--- config.mk ---
export PLATFORM = sky130hd
export DESIGN_NAME = decode_stage
export DESIGN_NICKNAME = d
export VERILOG_FILES = /design/src/rtl/riscv_pkg.sv /design/src/rtl/imm_gen.sv /design/src/rtl/decode_stage.sv
export SDC_FILE = /design/constraint.sdc
export NUM_CORES = 1
export LEC_CHECK = 0
export CORE_MARGIN = 2
export CORE_UTILIZATION = 51
export CTS_CLUSTER_DIAMETER = 150
export DETAILED_ROUTE_END_ITERATION = 10
export PLACE_DENSITY_LB_ADDON = 0.05
export SYNTH_ARGS = -nofsm -noshare
export SYNTH_HDL_FRONTEND = slang
export SYNTH_SLANG_ARGS = --single-unit
--- constraint.sdc ---
create_clock -name clk -period 6.8 [get_ports clk]
set_clock_uncertainty 0.15 [all_clocks]
set_input_delay 1.36 -clock clk [delete_from_list [all_inputs] [get_ports clk]]
set_output_delay 1.36 -clock clk [all_outputs]
set_load 0.01 [all_outputs]
--- src/rtl/riscv_pkg.sv ---
// rtl/riscv_pkg.sv - RV32I opcode constants, immediate formats and control decode
// Shared by decode_stage and imm_gen:
//   REG_AW        register address width of the instruction encoding
//   OP..SYSTEM    7-bit major opcodes of the RV32I base set
//   imm_fmt_e     immediate layout selector
//   dec_ctrl_t    per-instruction control bits derived from the opcode
//   decode_ctrl() instruction word -> dec_ctrl_t
package riscv_pkg;

  localparam int REG_AW = 5;

  localparam logic [6:0] OP     = 7'b0110011;
  localparam logic [6:0] OP_IMM = 7'b0010011;
  localparam logic [6:0] LOAD   = 7'b0000011;
  localparam logic [6:0] STORE  = 7'b0100011;
  localparam logic [6:0] BRANCH = 7'b1100011;
  localparam logic [6:0] JAL    = 7'b1101111;
  localparam logic [6:0] JALR   = 7'b1100111;
  localparam logic [6:0] LUI    = 7'b0110111;
  localparam logic [6:0] AUIPC  = 7'b0010111;
  localparam logic [6:0] FENCE  = 7'b0001111;
  localparam logic [6:0] SYSTEM = 7'b1110011;

  typedef enum logic [2:0] {
    IMM_I,
    IMM_S,
    IMM_B,
    IMM_U,
    IMM_J,
    IMM_NONE
  } imm_fmt_e;

  typedef struct packed {
    logic     use_rs1;
    logic     use_rs2;
    logic     wr_rd;
    logic     illegal;
    imm_fmt_e fmt;
  } dec_ctrl_t;

  function automatic dec_ctrl_t decode_ctrl(input logic [31:0] instr);
    dec_ctrl_t c;
    c.use_rs1 = 1'b0;
    c.use_rs2 = 1'b0;
    c.wr_rd   = 1'b0;
    c.illegal = 1'b0;
    c.fmt     = IMM_NONE;
    // Every RV32I opcode ends in 2'b11, so compressed or malformed
    // encodings (instr[1:0] != 2'b11) land in the default branch.
    case (instr[6:0])
      OP:     begin c.use_rs1 = 1'b1; c.use_rs2 = 1'b1; c.wr_rd = 1'b1; end
      OP_IMM: begin c.use_rs1 = 1'b1; c.wr_rd = 1'b1; c.fmt = IMM_I; end
      LOAD:   begin c.use_rs1 = 1'b1; c.wr_rd = 1'b1; c.fmt = IMM_I; end
      STORE:  begin c.use_rs1 = 1'b1; c.use_rs2 = 1'b1; c.fmt = IMM_S; end
      BRANCH: begin c.use_rs1 = 1'b1; c.use_rs2 = 1'b1; c.fmt = IMM_B; end
      JAL:    begin c.wr_rd = 1'b1; c.fmt = IMM_J; end
      JALR:   begin c.use_rs1 = 1'b1; c.wr_rd = 1'b1; c.fmt = IMM_I; end
      LUI:    begin c.wr_rd = 1'b1; c.fmt = IMM_U; end
      AUIPC:  begin c.wr_rd = 1'b1; c.fmt = IMM_U; end
      // FENCE/SYSTEM flow through as no-write instructions.
      FENCE:  begin c.use_rs1 = 1'b1; c.fmt = IMM_I; end
      SYSTEM: begin c.use_rs1 = 1'b1; c.fmt = IMM_I; end
      default: c.illegal = 1'b1;
    endcase
    // A write to x0 is architecturally discarded; treating it as no-write
    // keeps x0 out of the scoreboard entirely.
    if (instr[11:7] == 5'd0) c.wr_rd = 1'b0;
    return c;
  endfunction

endpackage

--- src/rtl/imm_gen.sv ---
// rtl/imm_gen.sv - RV32I immediate extraction and sign extension
// Ports:
//   instr  in   32     instruction word
//   fmt    in   enum   immediate layout (imm_fmt_e)
//   imm    out  WIDTH  sign-extended immediate; 0 for IMM_NONE
// WIDTH must be at least 32.
module imm_gen
  import riscv_pkg::*;
#(
  parameter int WIDTH = 32
) (
  input  logic [31:0]      instr,
  input  imm_fmt_e         fmt,
  output logic [WIDTH-1:0] imm
);

  logic [31:0] imm32;
  logic        unused_opcode;

  assign unused_opcode = ^instr[6:0];

  always_comb begin
    imm32 = 32'd0;
    case (fmt)
      IMM_I: imm32 = {{20{instr[31]}}, instr[31:20]};
      IMM_S: imm32 = {{20{instr[31]}}, instr[31:25], instr[11:7]};
      IMM_B: imm32 = {{19{instr[31]}}, instr[31], instr[7], instr[30:25], instr[11:8], 1'b0};
      IMM_U: imm32 = {instr[31:12], 12'd0};
      IMM_J: imm32 = {{11{instr[31]}}, instr[31], instr[19:12], instr[20], instr[30:21], 1'b0};
      default: imm32 = 32'd0;
    endcase
  end

  // Replicate the sign first, then drop the 32-bit value into the low bits.
  always_comb begin
    imm        = {WIDTH{imm32[31]}};
    imm[31:0]  = imm32;
  end

endmodule

--- src/rtl/decode_stage.sv ---
// rtl/decode_stage.sv - RV32I decode stage with scoreboard and ID/EX register
// Ports:
//   clk, rst                   clock, synchronous active-high reset
//   if_valid/if_ready          fetch handshake; if_instr, if_pc payload
//   flush                      kill the instruction held in ID/EX
//   rf_regA/rf_regB            register_file read addresses (rs1/rs2 fields)
//   rf_portA/rf_portB          combinational read data
//   wb_en/wb_rd/wb_data        writeback commit, also bypassed into decode
//   ex_valid/ex_ready          ID/EX handshake towards execute
//   ex_pc..ex_illegal          registered decoded payload
module decode_stage
  import riscv_pkg::*;
#(
  parameter int WIDTH = 32,
  parameter int NREGS = 32,
  localparam int AW = $clog2(NREGS)
) (
  input  logic             clk,
  input  logic             rst,
  input  logic             if_valid,
  output logic             if_ready,
  input  logic [31:0]      if_instr,
  input  logic [WIDTH-1:0] if_pc,
  input  logic             flush,
  output logic [AW-1:0]    rf_regA,
  output logic [AW-1:0]    rf_regB,
  input  logic [WIDTH-1:0] rf_portA,
  input  logic [WIDTH-1:0] rf_portB,
  input  logic             wb_en,
  input  logic [AW-1:0]    wb_rd,
  input  logic [WIDTH-1:0] wb_data,
  output logic             ex_valid,
  input  logic             ex_ready,
  output logic [WIDTH-1:0] ex_pc,
  output logic [WIDTH-1:0] ex_rs1_val,
  output logic [WIDTH-1:0] ex_rs2_val,
  output logic [WIDTH-1:0] ex_imm,
  output logic [AW-1:0]    ex_rd,
  output logic [6:0]       ex_opcode,
  output logic [2:0]       ex_funct3,
  output logic             ex_funct7b5,
  output logic             ex_illegal
);

  dec_ctrl_t        ctrl;
  logic [AW-1:0]    rs1;
  logic [AW-1:0]    rs2;
  logic [AW-1:0]    rd;
  logic [AW-1:0]    rd_dest;
  logic [WIDTH-1:0] imm;
  logic [WIDTH-1:0] rs1_val;
  logic [WIDTH-1:0] rs2_val;
  logic             busy_rs1;
  logic             busy_rs2;
  logic             busy_rd;
  logic             hazard;
  logic             accept;
  logic [NREGS-1:0] pending;
  logic [NREGS-1:0] pending_next;

  assign ctrl    = decode_ctrl(if_instr);
  assign rs1     = AW'(if_instr[19:15]);
  assign rs2     = AW'(if_instr[24:20]);
  assign rd      = AW'(if_instr[11:7]);
  assign rd_dest = ctrl.wr_rd ? rd : '0;
  assign rf_regA = rs1;
  assign rf_regB = rs2;

  imm_gen #(.WIDTH(WIDTH)) u_imm_gen (
    .instr (if_instr),
    .fmt   (ctrl.fmt),
    .imm   (imm)
  );

  // Operand select: x0 reads zero, a same-cycle writeback wins over the
  // register file (which only updates at the clock edge). Operands an
  // instruction does not use are registered as zero.
  always_comb begin
    rs1_val = '0;
    rs2_val = '0;
    if (ctrl.use_rs1 && rs1 != '0)
      rs1_val = (wb_en && wb_rd == rs1) ? wb_data : rf_portA;
    if (ctrl.use_rs2 && rs2 != '0)
      rs2_val = (wb_en && wb_rd == rs2) ? wb_data : rf_portB;
  end

  // A register is busy if an older instruction is still going to write it:
  // either it sits in ID/EX, or it left ID/EX and has not written back yet.
  // A writeback landing this cycle resolves a pending entry.
  always_comb begin
    busy_rs1 = (rs1 != '0) &&
               ((pending[rs1] && !(wb_en && wb_rd == rs1)) || (ex_valid && ex_rd == rs1));
    busy_rs2 = (rs2 != '0) &&
               ((pending[rs2] && !(wb_en && wb_rd == rs2)) || (ex_valid && ex_rd == rs2));
    busy_rd  = (rd != '0) &&
               ((pending[rd] && !(wb_en && wb_rd == rd)) || (ex_valid && ex_rd == rd));
    hazard   = (ctrl.use_rs1 && busy_rs1) ||
               (ctrl.use_rs2 && busy_rs2) ||
               (ctrl.wr_rd && busy_rd);
  end

  assign if_ready = (!ex_valid || ex_ready) && !hazard && !flush;
  assign accept   = if_valid && if_ready;

  // Clear first, then set, so an instruction leaving ID/EX for a register
  // that is being written back in the same cycle keeps its pending bit.
  // A flushed instruction never reaches execute and so never sets a bit.
  always_comb begin
    pending_next = pending;
    if (wb_en && wb_rd != '0)
      pending_next[wb_rd] = 1'b0;
    if (ex_valid && ex_ready && !flush && ex_rd != '0)
      pending_next[ex_rd] = 1'b1;
    pending_next[0] = 1'b0;
  end

  always_ff @(posedge clk) begin
    if (rst) begin
      ex_valid    <= 1'b0;
      ex_pc       <= '0;
      ex_rs1_val  <= '0;
      ex_rs2_val  <= '0;
      ex_imm      <= '0;
      ex_rd       <= '0;
      ex_opcode   <= '0;
      ex_funct3   <= '0;
      ex_funct7b5 <= 1'b0;
      ex_illegal  <= 1'b0;
      pending     <= '0;
    end else begin
      if (accept) begin
        ex_valid    <= 1'b1;
        ex_pc       <= if_pc;
        ex_rs1_val  <= rs1_val;
        ex_rs2_val  <= rs2_val;
        ex_imm      <= imm;
        ex_rd       <= rd_dest;
        ex_opcode   <= if_instr[6:0];
        ex_funct3   <= if_instr[14:12];
        ex_funct7b5 <= if_instr[30];
        ex_illegal  <= ctrl.illegal;
      end else if (ex_ready || flush) begin
        ex_valid <= 1'b0;
      end
      pending <= pending_next;
    end
  end

endmodule
==> results.txt <==
----------------------------------------------------
[CTS]
  Clock sink count ... ~180
  CTS tree ... yes
  Post-CTS setup buffers ... 0
  Clk_lat worst skew ... between 400 and 500 ps
  Buffer cell driving the clock tree root ... clkbuf_16
  Clock tree buffer depth ... 2
  Cts-stage hold buffer count ... 0
  Clock edge transition at the registers on the reported setup and hold paths ... approximately 70 ps
  CTS H-tree depth ... 4
  CTS buffer count ... 17
  Post-cts resize count ... 0

[Drt]
  WL per Instance ... between 20 and 25 µm
  Overall via count from detail_route ... approximately 9,700
  Antenna Nets Post-Route ... 0
  Router iterations before antenna repair ... 5
  DRC viols ... 0
  Iteration-0 DRC count of the detailed router ... 578
  Total Routed Length ... 33.4 mm
  Detailed-route vias per instance ... 5.89

[STA]
  Slew HR ... about a quarter
  Number of max-slew violations in the final report ... 0
  TNS Setup ... 0 ps
  Final period utilization ... between 80% and 90%
  Setup repair after global routing missed its margin ... false
  Hold Vio Cnt, Final ... 0
  Setup-violating endpoint count in the final report ... 0
  Min Tclk post-route ... around 5900 ps
  Top achievable clock speed ... roughly 170 MHz
  Transition time at the pin with the least slew margin ... around 1100 ps

[Placement]
  HPWL after detailed placement ... about 23 mm
  Port Buf Inserts ... approximately 330
  Final RePlAce weighted congestion ... 0.944
  Number of placed instances with taps included ... 1,610

[Pwr]
  Clock share of power ... 41.8%
  Static leakage power ... just under 5 nW
  Worst vdd rail ir drop ... between 0.15 and 0.2 mV
  Switching power ... approximately 650 µW
  Combinational share of power ... 15.9%
  Cell internal pwr ... between 1.5 and 2 mW
  Switch share ... between 20% and 30%
  Sequential Power Share ... between 40% and 50%
  Power density over the cells ... 184 mW/mm²

[Die]
  Rows ... between 50 and 60
  Area of the core region ... 0.0194 mm²
  Die height ... roughly 140 µm
  Die W ... 144 µm
  Total Die Area ... between 0.02 and 0.025 mm²
  Initial standard-cell utilization of the core ... 51.7%
  Number of top-level pins ... 328

[Synthesis]
  Count of yosys warnings during synthesis ... 0
  Largest cells by area after synthesis ... dfxtp_1 (35%), mux2i_1 (9.5%), mux2_1 (7.4%)
  Sequential share of the synthesized area ... about a third
  Distinct cell type count after synthesis ... 64
  Post-synthesis sequential element count ... around 180
  Area share of the leading cell type in the synthesized netlist ... 35.3%
  Share of flip-flops with an asynchronous set or reset ... 0%
  Cell accounting for the most synthesized area ... dfxtp_1
  Mapped Cells ... 1,133
  Number of synthesized flops with an enable pin ... 0
  Area of the mapped netlist ... 0.0100 mm²
  Total nets after synthesis ... between 1,000 and 1,500
  Avg Synthesized Cell Area ... approximately 8.9 µm²
  Flip-flop cell with the highest count after synthesis ... dfxtp_1

[Global routing]
  Overflow left after global routing ... 0
  Vias in the first global route ... roughly 9,000
  Global-route total usage across every layer ... 31.1%
  First-pass GRT wire length ... a little over 50 mm
  Antenna violations before repair ... 1
  Largest net degree at the start of global routing ... about 110

[Final layout]
  Count of nets after finishing ... 1,535
  Fraction of layout instances using a drive strength above 1 ... 7.12%
  Area growth syn-to-layout ... 37.6%
  Final std cells w/o fill ... between 1,500 and 2,000
  Layout fillers ... approximately 1,600

[Setup path]
  Critical Path Source Type ... input pin
  Setup crit end kind ... primary output
  Data arrival time of the worst path ... around 4400 ps
  Crit path required time ... 5290 ps
  Crit Path Category ... in2out
  Largest fanout on the critical path ... 17

[Min path]
  Class of the tightest hold or removal check ... reg2reg

[Run]
  Number of max-capacitance violations reported ... 0

[Run status]
  Outcome ... completed

----------------------------------------------------
placed cells by master, fill, tap and decap left out, types with 3 or more instances in the layout:
| cell type | count |
|---|---|
| nand2b_1 | 21 |
| dfxtp_1 | 177 |
| bufinv_16 | 4 |
| xor2_1 | 24 |
| buf_4 | 16 |
| nand3b_1 | 9 |
| a311oi_1 | 21 |
| nand2_1 | 68 |
| clkbuf_16 | 17 |
| nand4_1 | 46 |
| nor2b_1 | 74 |
| nor3_1 | 11 |
| mux2i_1 | 95 |
| nor4_1 | 8 |
| a21oi_1 | 83 |
| clkdlybuf4s50_1 | 325 |
| a211oi_1 | 3 |
| mux2_2 | 8 |
| or3b_2 | 10 |
| xnor2_1 | 6 |
| inv_6 | 4 |
| inv_1 | 7 |
| mux4_2 | 14 |
| o21ai_0 | 40 |
| mux2_1 | 66 |
| a31oi_1 | 22 |
| o31ai_1 | 45 |
| nand3_1 | 6 |
| nor2_1 | 87 |
sequential cells by signal (all words and copies together), names as in the netlist, 3 cells and up:
name	count
ex_imm	32
ex_pc	32
ex_rs1_val	32
ex_rs2_val	32
pending	31
ex_opcode	7
ex_rd	5
ex_funct3	3
layer usage:
metal	GRT usage, %	vias up	routed length [µm]	share of wire [%]
met4	12.7	0	1200	3.6
met2	49.7	430	15500	46
met1	40.3	4614	13700	41
met3	7.85	84	2980	8.9
met5	0	-	0	0
li1	-	4541	-	-
synth_stat cells (8+ instances only):
master,number
nand4_1,46
nor4_1,9
buf_2,28
o31ai_1,45
nor2_1,87
mux4_2,14
mux2_2,8
nor3_1,12
a21oi_1,83
buf_4,15
nand2b_1,21
a31oi_1,22
or3b_2,10
nand3b_1,9
clkbuf_1,73
mux2_1,66
a311oi_1,21
buf_1,9
nand2_1,68
mux2i_1,95
nor2b_1,74
o21ai_0,40
xor2_1,24
dfxtp_1,177
area by class of cell:
type	instances	area, µm²	area share (%)
antenna	1	2.50	0.0181
clock buffer	17	425	3.08
clock inverter	14	200	1.45
inverter	8	30.0	0.218
multi-input combinational	816	5860	42.4
sequential	177	3540	25.7
tap	265	332	2.40
timing repair buffer	344	3410	24.7
worst paths after layout:
path | depth (start not counted) | startpoint | endpoint | slack [ps]
worst max-delay path | 8 | if_instr[16] | if_ready | 940
worst min-delay path | 2 | ex_pc[14]$_SDFFE_PP0P_ | ex_pc[14]$_SDFFE_PP0P_ | 320
worst max register to register | 8 | ex_rd[3]$_SDFFE_PP0P_ | ex_rs1_val[29]$_SDFFE_PP0P_ | 3340
worst min register to register | 2 | ex_pc[14]$_SDFFE_PP0P_ | ex_pc[14]$_SDFFE_PP0P_ | 320
per-stage QoR:
step | utilization, % | worst slack (ps) | hold WS (ps) | cell area, µm² | total power [mW]
after floorplan | - | 2070 | 320 | 10000 | 1.30
after global placement | 67.9 | 980 | 303 | 13200 | 1.49
after detailed placement | 67.9 | 965 | 309 | 13200 | 1.49
after CTS | 71.1 | 961 | 319 | 13800 | 2.55
after global routing | 71.1 | 731 | 338 | 13800 | 2.62
final | 71.1 | 938 | 317 | 13800 | 2.53
kinds of logic (layout without fill, tap and decap cells):
group / after synthesis / count (layout) / synth area share [%]
compound gates: 240 / 240 / 15.2
xor+xnor: 30 / 30 / 2.62
buf+inv: 140 / 383 / 6.67
flops: 177 / 177 / 35.3
mux: 183 / 183 / 20.9
other cells: 0 / 1 / 0
simple gates: 363 / 363 / 19.2
power by group through the flow:
stage                     logic [mW]  registers (mW)  clock network, mW
final                          0.402            1.07               1.06
after CTS                      0.401            1.07               1.08
after global placement         0.397            1.10                  0
after global routing           0.429            1.07               1.12
after detailed placement       0.398            1.10                  0
after floorplan                0.192            1.11                  0
worst max-delay path: stages:
cell and delay, ps:
clkdlybuf4s50_1 1030, mux2i_1 270, o21ai_0 110, a2111o_1 410
o2111ai_1 330, o21ai_4 100, nor2_1 140, clkdlybuf4s50_1 600
Power figures use the tool's default switching activity.
